`config.mk`:
```
export PLATFORM = sky130hd
export DESIGN_NAME = dma_xfer_ctrl
export DESIGN_NICKNAME = d
export VERILOG_FILES = /design/src/rtl/dma_xfer_ctrl.sv
export SDC_FILE = /design/constraint.sdc
export NUM_CORES = 1
export LEC_CHECK = 0
export CORE_MARGIN = 2
export CORE_UTILIZATION = 41
export CTS_BUF_LIST = sky130_fd_sc_hd__clkbuf_8
export CTS_CLUSTER_DIAMETER = 50
export DETAILED_ROUTE_END_ITERATION = 10
export PLACE_DENSITY_LB_ADDON = 0.3
export SKIP_LAST_GASP = 1
export SLEW_MARGIN = 20
export SYNTH_ARGS = -nofsm -noshare
export SYNTH_HDL_FRONTEND = slang
export SYNTH_SLANG_ARGS = --single-unit
```
`constraint.sdc`:
```
create_clock -name clk -period 2.3 [get_ports clk]
set_clock_uncertainty 0.1 [all_clocks]
set_input_delay 0.345 -clock clk [delete_from_list [all_inputs] [get_ports clk]]
set_output_delay 0.345 -clock clk [all_outputs]
set_load 0.01 [all_outputs]
```
`src/rtl/dma_xfer_ctrl.sv`:
```
// Burst transfer sequencer: loads the address counter, then steps it once per acknowledged word.
// Optional macro DMA_WRAP_EN: let the address wrap at FF/00 instead of flagging err.
module dma_xfer_ctrl #(
  parameter int AW  = 8,
  parameter int WCW = 8
) (
  input  logic           clk,
  input  logic           reset,
  input  logic           start,
  input  logic           dir,
  input  logic [AW-1:0]  addr_init,
  input  logic [WCW-1:0] count_init,
  input  logic           abort,
  input  logic           ack,
  input  logic [AW-1:0]  ctr_q,
  output logic           req,
  output logic [AW-1:0]  mem_addr,
  output logic           busy,
  output logic           done,
  output logic           err,
  output logic [WCW-1:0] remaining,
  output logic           ctr_pl,
  output logic           ctr_enc,
  output logic           ctr_inc,
  output logic           ctr_dec,
  output logic           ctr_cin,
  output logic [AW-1:0]  ctr_di
);

  typedef enum logic [2:0] {S_IDLE, S_LOAD, S_REQ, S_GAP, S_DONE} state_t;

  state_t         state_q, state_d;
  logic           dir_q, dir_d;
  logic [AW-1:0]  ctr_di_q, ctr_di_d;
  logic [WCW-1:0] remaining_q, remaining_d;
  logic           err_q, err_d;
  logic           wrap_block;

`ifdef DMA_WRAP_EN
  assign wrap_block = 1'b0;
`else
  // A step past FF (ascending) or 00 (descending) would wrap; treat it as an error.
  assign wrap_block = dir_q ? (ctr_q == '0) : (ctr_q == '1);
`endif

  assign mem_addr  = ctr_q;
  assign err       = err_q;
  assign remaining = remaining_q;
  assign ctr_di    = ctr_di_q;

  always_comb begin
    state_d     = state_q;
    dir_d       = dir_q;
    ctr_di_d    = ctr_di_q;
    remaining_d = remaining_q;
    err_d       = err_q;
    req         = 1'b0;
    busy        = 1'b0;
    done        = 1'b0;
    ctr_pl      = 1'b0;
    ctr_enc     = 1'b0;
    ctr_inc     = 1'b0;
    ctr_dec     = 1'b0;
    ctr_cin     = 1'b1;
    unique case (state_q)
      S_IDLE: begin
        if (start) begin
          dir_d       = dir;
          ctr_di_d    = addr_init;
          remaining_d = count_init;
          err_d       = 1'b0;
          state_d     = S_LOAD;
        end
      end
      S_LOAD: begin
        busy   = 1'b1;
        ctr_pl = 1'b1;
        if (abort)                   state_d = S_IDLE;
        else if (remaining_q == '0)  state_d = S_DONE;
        else                         state_d = S_REQ;
      end
      S_REQ: begin
        busy    = 1'b1;
        req     = 1'b1;
        ctr_cin = 1'b0;
        ctr_inc = ~dir_q;
        ctr_dec = dir_q;
        // abort wins over a same-cycle ack, leaving count and counter untouched
        if (abort) begin
          state_d = S_IDLE;
        end else if (ack) begin
          remaining_d = remaining_q - WCW'(1);
          if (remaining_q == WCW'(1)) begin
            state_d = S_DONE;
          end else if (wrap_block) begin
            err_d   = 1'b1;
            state_d = S_DONE;
          end else begin
            ctr_enc = 1'b1;
            state_d = S_GAP;
          end
        end
      end
      S_GAP: begin
        busy    = 1'b1;
        state_d = abort ? S_IDLE : S_REQ;
      end
      S_DONE: begin
        done    = 1'b1;
        state_d = S_IDLE;
      end
      default: state_d = S_IDLE;
    endcase
  end

  always_ff @(posedge clk or posedge reset) begin
    if (reset) begin
      state_q     <= S_IDLE;
      dir_q       <= 1'b0;
      ctr_di_q    <= '0;
      remaining_q <= '0;
      err_q       <= 1'b0;
    end else begin
      state_q     <= state_d;
      dir_q       <= dir_d;
      ctr_di_q    <= ctr_di_d;
      remaining_q <= remaining_d;
      err_q       <= err_d;
    end
  end

endmodule

```
==> impl_metrics.json, run 1 <==
{
  "synth_fp_nets": 161,
  "rsz0062_at_grt": "no",
  "postLayoutCellArea_um2": 2017,
  "worst_path_max_delay_cell": "clkdlybuf4s50_1",
  "die_x_um": 59.79,
  "regToRegSetupSlack_ns": 0.35,
  "crit_buf_inv": 2,
  "initial_core_util_pct": 42.50,
  "port-buffer-count": 62,
  "place_ws_ns": -0.2115,
  "final.min_clock_period_ns": 2.233,
  "clock_latency_ns": 0.25,
  "grt_max_degree": 15,
  "syn_inst": 129,
  "multi_input_area_um2": 623.1,
  "grt_pass1_vias": 1245,
  "fillerInstances": 256,
  "dieArea_um2": 3575,
  "cp_top_family": "buffers and inverters",
  "cap_violations": 0,
  "ys_seq_area_share_pct": 41.18,
  "critPathLaunchType": "flop",
  "hold_violations": 0,
  "slew_headroom_pct": 65.89,
  "hpwl_mm": 2.815,
  "first_iter_violations": 31,
  "synth-edff-count": 0,
  "crit_type": "flop to output port",
  "track_usage_pct": 19.47,
  "drv_slew": 0,
  "cp.arrival_ns": 1.79,
  "clkSinkCount": 21,
  "drt.antenna.violating_nets": 0,
  "pin_count": 63,
  "post_cts_buffers": 0,
  "cts_hold_buf": 0,
  "drcViolationCount": 0,
  "h-tree-depth": 1,
  "final_layout_size_suffix_gt1_share_pct": 21.39,
  "crit_chain": "or3b_4, buf_4, clkdlybuf4s50_1",
  "antenna_found_initial": 0,
  "overflow": 0,
  "synth_top_cell_by_area": "dfrtp_1",
  "final_cells": 234,
  "place_inst": 230,
  "final-setup-viol-count": 0,
  "cts_tree": "built",
  "tightest_slew_ns": 0.5116,
  "synthFlopType": "dfrtp_1",
  "nets": 234,
  "avgSynthCellArea_um2": 9.893,
  "ir_drop_mv": 0.4954,
  "cp.required_ns": 1.86,
  "seq_area_um2": 525.5,
  "dr.pass1.iters": 4,
  "area_delta_synth_final_pct": 58.04,
  "r2r_cells": 7,
  "critPathCaptureType": "output port",
  "vias_per_cell": 5.256,
  "gp_congestion": 0.8107,
  "p_leak_nw": 0.8707,
  "finalWirelength_mm": 3.414,
  "clockBufferDepth": 2,
  "root_buffer": "clkbuf_8",
  "synth_cell_types": 44,
  "rr_endpoint": "remaining[4]",
  "clock.fmax_ghz": 0.4477,
  "fp.coreArea_um2": 3003,
  "ys_async_sr_fraction_pct": 100.0,
  "placedInstanceArea_um2": 1972,
  "finalCritPeriodShare_pct": 97.10,
  "fp.dieH_um": 59.79,
  "status": "completed",
  "grt_first_pass_wirelength_mm": 5.264,
  "synth_area_leaders": "dfrtp_1 41%, mux2_2 7.9%, buf_4 4.7%",
  "drt-wirelength-per-cell_um": 14.59,
  "power_mw": 1.812,
  "vias": 1230,
  "setup_ws_ns": 0.06661,
  "antenna_cells": 0,
  "hold_slack_ns": 0.2360,
  "r2r_start": "remaining[0]",
  "ys_ff_latch": 21,
  "row_count": 20,
  "hp-class": "input port to async pin",
  "critical_path_peak_fanout": 14,
  "crit_path_max_incr_delay_ns": 0.49,
  "yosys_warnings": 0,
  "synth_top_area_share_pct": 41.18,
  "cts_buffers": 3,
  "power_density_nw_per_um2": 898.4,
  "mappedNetlistArea_um2": 1276,
  "clkTransAtPathRegs_ns": 0.07
}
==> report_power, final <==
| part | switching (mW) | internal (mW) | leakage (nW) |
|---|---|---|---|
| Combinational | 0.420 | 0.540 | 0.592 |
| Clock | 0.111 | 0.119 | 0.0269 |
| Sequential | 0.113 | 0.509 | 0.251 |
| Total | 0.644 | 1.17 | 0.871 |
==> cell usage in the layout, fill, tap and decap left out, drive strengths merged, types with 4 or more instances in the layout <==
master	instances
clkdlybuf4s50	58
dfrtp	21
buf	18
nor2	15
o21ai	13
mux2	9
a21oi	8
inv	6
nor3	5
nand2	4
and2	4
clkbuf	4
==> flip-flops by register name, indices dropped and copies added, names as in the netlist <==
name and count:
state_q 3, ctr_di 8, dir_q 1, remaining 8, err 1
==> per-stage QoR <==
| step | utilization (%) | TNS (ns) |
|---|---|---|
| floorplan | - | 0 |
| global placement | 65.67 | -0.1454 |
| detailed placement | 65.67 | -0.2115 |
| CTS | 67.08 | 0 |
| global route | 67.17 | 0 |
| finish | 67.17 | 0 |
==> worst reg2reg max path, cell delays in order (launching register included) <==
cell	delay [ns]
dfrtp_1	0.39
buf_4	0.16
inv_1	0.05
ha_1	0.22
or3b_2	0.52
nor2_1	0.17
o2bb2ai_1	0.13
a21oi_1	0.08
==> metal layers <==
| layer | wire (µm) | vias up | global-route usage (%) |
|---|---|---|---|
| met5 | 0 | - | 0 |
| met4 | 33 | 0 | 7.302 |
| met3 | 215 | 5 | 4.545 |
| met2 | 1824 | 40 | 34.63 |
| met1 | 1340 | 584 | 22.43 |
| li1 | - | 601 | - |
==> synthesized netlist by cell type, types with 2 or more instances <==
| library cell | n |
|---|---|
| buf_2 | 2 |
| dfrtp_1 | 21 |
| a22oi_1 | 2 |
| inv_1 | 5 |
| buf_4 | 8 |
| nor2_1 | 15 |
| and2_1 | 3 |
| o21ai_0 | 6 |
| ha_1 | 2 |
| a21oi_1 | 8 |
| nor3_1 | 5 |
| nor4_1 | 3 |
| o21ai_1 | 6 |
| mux2_2 | 9 |
| nand2_1 | 3 |
| o2bb2ai_1 | 3 |
==> layout make-up <==
class	instances	area share, %
inverters	6	1.737
multi-input cells	90	30.89
clock inverters	1	0.1861
well taps	33	2.047
clock buffers	3	2.047
repair buffers	80	37.03
flip-flops and latches	21	26.05
==> logic make-up (layout without fill, tap and decap cells) <==
family	count (synthesis)	after routing	share of synthesized area (%)
AND/OR/NAND/NOR	46	46	21.08
AO/OA/AOI/OAI	33	33	17.16
adder cells (fa/ha/maj)	2	2	1.960
buffers and inverters	18	90	10.69
flip-flops	21	21	41.18
multiplexers	9	9	7.941
==> worst max path at each step <==
stage / cells past startpoint / endpoint / slack [ns] / start
2_1_floorplan: 6 / ctr_enc / 0.39 / state_q[2]
6_report: 3 / ctr_cin / 0.07 / state_q[2]
5_1_grt: 3 / ctr_cin / 0.02 / state_q[2]
3_5_place_dp: 6 / ctr_enc / -0.21 / ctr_q[2]
4_1_cts: 6 / ctr_enc / 0.03 / state_q[2]
3_3_place_gp: 6 / ctr_enc / -0.15 / ctr_q[2]
==> repair_timing <==
| item | 4_1_cts | 5_1_grt |
|---|---|---|
| gates resized for setup | 5 | 3 |
| hold endpoints to repair | 0 | 0 |
| endpoints found under the setup margin | 5 | 1 |
(Power assumes the default switching activity.)
==> inputs of run 2 (changes only) <==
GPL_ROUTABILITY_DRIVEN = 1   (was unset)
SLEW_MARGIN = 25   (was 20)
==> results of run 2 <==
Final layout, timing and power as in run 1 (identical DEF).
==> inputs of run 3 (changes only) <==
CTS_CLUSTER_DIAMETER = unset   (was 50)
==> results of run 3 <==
Final layout, timing and power as in run 1 (identical DEF).
